===== src/rtl/gfx_wbm_read_arbiter.sv =====
// gfx_wbm_read_arbiter: shares the single GFX Wishbone read master
// between NREQ read clients. Client 0 is texture fetch.
// Each grant covers exactly one reader transfer. The read data and a
// one-cycle ack go back to the granted client only.
// Build option: define GFX_RDARB_FIXED_PRIO_EN to make the lowest
// requesting index win every decision. The default is round-robin.
module gfx_wbm_read_arbiter #(
  parameter int unsigned NREQ = 3
) (
  input  logic               clk_i,
  input  logic               rst_i,
  input  logic [NREQ-1:0]    req_i,
  input  logic [NREQ*30-1:0] addr_i,
  input  logic [NREQ*4-1:0]  sel_i,
  output logic [NREQ-1:0]    ack_o,
  output logic [31:0]        dat_o,
  output logic [NREQ-1:0]    grant_o,
  output logic               read_request_o,
  output logic [29:0]        rd_addr_o,
  output logic [3:0]         rd_sel_o,
  input  logic [31:0]        rd_dat_i,
  input  logic               rd_ack_i
);

  localparam int unsigned IDXW = (NREQ > 1) ? $clog2(NREQ) : 1;

  localparam logic [1:0] ST_IDLE = 2'd0;
  localparam logic [1:0] ST_BUSY = 2'd1;
  localparam logic [1:0] ST_WAIT = 2'd2;

  logic [1:0]      state_q, state_d;
  logic [NREQ-1:0] grant_q, grant_d;
  logic [NREQ-1:0] ack_q, ack_d;
  logic [31:0]     dat_q, dat_d;
  logic            rreq_q, rreq_d;
  logic [29:0]     addr_q, addr_d;
  logic [3:0]      sel_q, sel_d;

  logic [IDXW-1:0] win_idx;
  logic            win_vld;
  logic [29:0]     win_addr;
  logic [3:0]      win_sel;

`ifndef GFX_RDARB_FIXED_PRIO_EN
  logic [IDXW-1:0] last_q, last_d;
  logic [IDXW-1:0] owner_q, owner_d;
  int unsigned     cand;
`endif

  // Winner selection; loops run from the far end so the earliest match in search order wins.
  always_comb begin
    win_idx  = '0;
    win_vld  = |req_i;
    win_addr = '0;
    win_sel  = '0;
`ifdef GFX_RDARB_FIXED_PRIO_EN
    for (int i = NREQ - 1; i >= 0; i--) begin
      if (req_i[IDXW'(i)]) win_idx = IDXW'(i);
    end
`else
    cand = 0;
    for (int i = NREQ; i >= 1; i--) begin
      cand = 32'(last_q) + 32'(i);
      if (cand >= NREQ) cand = cand - NREQ;
      if (req_i[IDXW'(cand)]) win_idx = IDXW'(cand);
    end
`endif
    for (int k = 0; k < NREQ; k++) begin
      if (win_idx == IDXW'(k)) begin
        win_addr = addr_i[k*30 +: 30];
        win_sel  = sel_i[k*4 +: 4];
      end
    end
  end

  // Next-state and registered-output logic.
  always_comb begin
    state_d = state_q;
    grant_d = grant_q;
    ack_d   = '0;
    dat_d   = dat_q;
    rreq_d  = rreq_q;
    addr_d  = addr_q;
    sel_d   = sel_q;
`ifndef GFX_RDARB_FIXED_PRIO_EN
    last_d  = last_q;
    owner_d = owner_q;
`endif
    case (state_q)
      ST_IDLE: begin
        if (win_vld) begin
          grant_d          = '0;
          grant_d[win_idx] = 1'b1;
          addr_d           = win_addr;
          sel_d            = win_sel;
          rreq_d           = 1'b1;
`ifndef GFX_RDARB_FIXED_PRIO_EN
          owner_d          = win_idx;
`endif
          state_d          = ST_BUSY;
        end
      end
      ST_BUSY: begin
        if (rd_ack_i) begin
          rreq_d  = 1'b0;
          dat_d   = rd_dat_i;
          ack_d   = grant_q;
          grant_d = '0;
`ifndef GFX_RDARB_FIXED_PRIO_EN
          last_d  = owner_q;
`endif
          state_d = ST_WAIT;
        end
      end
      ST_WAIT: begin
        // The reader may keep acking after completion; re-arbitrate only once it lets go.
        if (!rd_ack_i) state_d = ST_IDLE;
      end
      default: state_d = ST_IDLE;
    endcase
  end

  // State and output registers with synchronous reset.
  always_ff @(posedge clk_i) begin
    if (rst_i) begin
      state_q <= ST_IDLE;
      grant_q <= '0;
      ack_q   <= '0;
      dat_q   <= '0;
      rreq_q  <= 1'b0;
      addr_q  <= '0;
      sel_q   <= '0;
`ifndef GFX_RDARB_FIXED_PRIO_EN
      last_q  <= IDXW'(NREQ - 1);
      owner_q <= '0;
`endif
    end else begin
      state_q <= state_d;
      grant_q <= grant_d;
      ack_q   <= ack_d;
      dat_q   <= dat_d;
      rreq_q  <= rreq_d;
      addr_q  <= addr_d;
      sel_q   <= sel_d;
`ifndef GFX_RDARB_FIXED_PRIO_EN
      last_q  <= last_d;
      owner_q <= owner_d;
`endif
    end
  end

  assign ack_o          = ack_q;
  assign dat_o          = dat_q;
  assign grant_o        = grant_q;
  assign read_request_o = rreq_q;
  assign rd_addr_o      = addr_q;
  assign rd_sel_o       = sel_q;

endmodule


===== config.mk =====
export PLATFORM = sky130hd
export DESIGN_NAME = gfx_wbm_read_arbiter
export DESIGN_NICKNAME = d
export VERILOG_FILES = /design/src/rtl/gfx_wbm_read_arbiter.sv
export SDC_FILE = /design/constraint.sdc
export NUM_CORES = 1
export LEC_CHECK = 0
export BUFFER_PORTS_ARGS = -buffer_cell sky130_fd_sc_hd__buf_2
export CAP_MARGIN = 5
export CORE_UTILIZATION = 45
export CTS_BUF_LIST = sky130_fd_sc_hd__clkbuf_8
export CTS_CLUSTER_SIZE = 10
export DETAILED_ROUTE_END_ITERATION = 7
export PLACE_DENSITY = 0.87
export RECOVER_POWER = 25
export SYNTH_ARGS = -nofsm -noshare
export SYNTH_HDL_FRONTEND = slang
export SYNTH_SLANG_ARGS = --single-unit

===== constraint.sdc =====
create_clock -name clk_i -period 4.4 [get_ports clk_i]
set_input_delay 0.22 -clock clk_i [delete_from_list [all_inputs] [get_ports clk_i]]
set_output_delay 0.22 -clock clk_i [all_outputs]
set_load 0.005 [all_outputs]

==> out/results.ini <==
[yosys]
syn-instance-count = 429
synth_edf_count = 0
syn_area_um2 = 3640
async_reset_ff_share_pct = 0
ys_warn_count = 0
synth-seq-area-share_pct = 43.5
ys_ff_latch = 79
synthTopCellsByCount = 99 x nand2_1, 79 x dfxtp_1, 41 x a21oi_1, 35 x o21ai_0, 31 x and3_1
synthDistinctLibCells = 35
synth_top_area_share_pct = 43.5
synth.avg_cell_area_um2 = 8.48
yosys.area.top_type = dfxtp_1
yosysMostFrequentCell = nand2_1
synth_flop_cell = dfxtp_1
synth_area_leaders = dfxtp_1 43%, nand2_1 10%, a221oi_2 7.0%
syn_nets = 572

[pwr]
p_leak_nw = 2.25
p_total_w = 0.00178
ir_worst_vdd_mv = 0.259
p_per_area_nw_per_um2 = 367

[setup_path]
arrival_ns = 3.15
reg2reg_to = rd_addr_o[11]
path_max_fanout = 28
rr_worst_depth = 6
cp-start-kind = register
cp-end-kind = register
required_ns = 4.62
rr_startpoint = last_q[0]
r2r_setup_slack_ns = 1.47
crit_type = register to register

[global_route]
gr-usage-all-layers_pct = 25.7
grt_pass1_wl_um = 17400
grt_pass1_vias = 3850
grt_max_degree = 44
antenna_found_initial = 0
grt.overflow.total = 0

[floorplanning]
dieWidth_um = 91.9
die_h_um = 91.9
rows = 32
core-area_um2 = 7770
die_area_um2 = 8440
start_util_pct = 46.8
num_io_pins = 213

[clock_tree]
root_buffer = clkbuf_8
postCtsResizedCells = 0
htree_levels = 3
path_clk_slew_ns = 0.09
clock_path_buffers = 2
cts_buffers = 9
clk_latency_ns = 0.34
clock_sinks = 79
postCtsSetupBuffers = 0
tritoncts = done
postCtsHoldBufs = 0

[drt]
dr.pass1.iters = 5
vias = 3954
ant_nets = 0
drt_wl_total_um = 11200
drcViolationCount = 0
viasPerCell = 5.45
wl_per_cell_um = 15.4
first_iter_violations = 220

[timing]
hold_viol = 0
setup_tns_ns = 0
worst_pin_slew_ns = 1.07
post-route-min-period_ns = 2.93
final_max_slew_viol_count = 0
period_share_pct = 66.7
layout_setup_ws_ns = 1.47
max_slew_margin_pct = 28.2
fmax_ghz = 0.341
finalSetupViolations = 0
clock_skew_ns = 0.00964
rsz0062_at_grt = no
holdWs_ns = 0.101

[run]
cap_violations = 0

[placed_design]
place.gp.congestion = 0.875
dpl_worst_slack_ns = 1.50
io_buffers = 212
dp_hpwl_um = 7770

[min_path]
min-delay-path-class = input port to register
min-delay-start = rd_dat_i[11]
min_path_cells = 3
min_to = dat_o[11]

[finish]
nets = 762
insertedDiodeCount = 0
drive_gt1_share_pct = 38.8
layout-area-overhead-vs-synth_pct = 33.5

[outcome]
status = complete, no violations

-- per-stage QoR --
step / instance area (µm²) / cells / utilization, %
after floorplan: 3640 / 429 / -
after global placement: 4660 / 710 / 60.0
after detailed placement: 4660 / 710 / 60.0
after CTS: 4880 / 726 / 62.8
after global routing: 4850 / 726 / 62.5
final: 4850 / 726 / 62.5
-- critical path: stages, from the launching register on --
cell and delay, ns:
dfxtp_1 0.40, ha_1 0.27, a21boi_1 0.14, o21ai_4 0.86, nand3_4 0.54, a221oi_1 0.46, o21ai_0 0.14
-- report_power, final --
group          total [W]  switching [W]  internal, W
registers       0.000813      0.0000333     0.000779
logic           0.000381       0.000213     0.000167
clock network   0.000590       0.000270     0.000320
total            0.00178       0.000516      0.00127
-- worst max-delay path by stage --
stage,from,to,slack (ns),cells past startpoint
after floorplan,last_q[0],rd_addr_o[18],2.51,8
after global placement,last_q[0],rd_addr_o[12],1.64,6
after detailed placement,last_q[0],rd_addr_o[12],1.50,6
after CTS,last_q[0],rd_addr_o[11],1.46,6
after global routing,last_q[1],rd_addr_o[11],1.24,7
final,last_q[0],rd_addr_o[11],1.47,6
-- cells in the final DEF, fill, tap and decap left out, drive strengths merged, types with 3 or more instances in the layout --
cell type	n
o21ai	61
buf	197
nor2	5
a21oi	41
mux2i	8
a41oi	8
nand3	6
and3	38
ha	3
inv	7
clkbuf	28
nand2	100
a221oi	26
dfxtp	79
-- cells by family after synthesis --
logic type	synth area share [%]
AO/OA/AOI/OAI	26.4
XOR/XNOR	0.241
adder cells (fa/ha/maj)	1.03
buffers and inverters	5.95
flip-flops	43.5
multiplexers	2.20
AND/OR/NAND/NOR	20.6
-- cell type report --
cell class	instances	area (µm²)
fillers	698	2910
multi-input cells	308	1840
flip-flops and latches	79	1580
repair buffers	216	1070
well taps	102	128
clock buffers	9	124
clock inverters	7	96.3
inverters	5	18.8
-- registers in the layout, indices dropped and copies added, names as in the netlist --
name and cells:
last_q 2, read_request_o 1, grant_o 3, dat_o 32, state_q 2, owner_q 2, ack_o 3, rd_addr_o 30
rd_sel_o 4
-- layer usage --
layer / vias up / wire, µm / GRT usage [%]
li1: 1909 / - / -
met1: 1823 / 4310 / 28.4
met2: 194 / 5770 / 45.7
met3: 28 / 838 / 7.21
met4: 0 / 294 / 11.3
met5: - / 0 / 0
(Power assumes the default switching activity.)
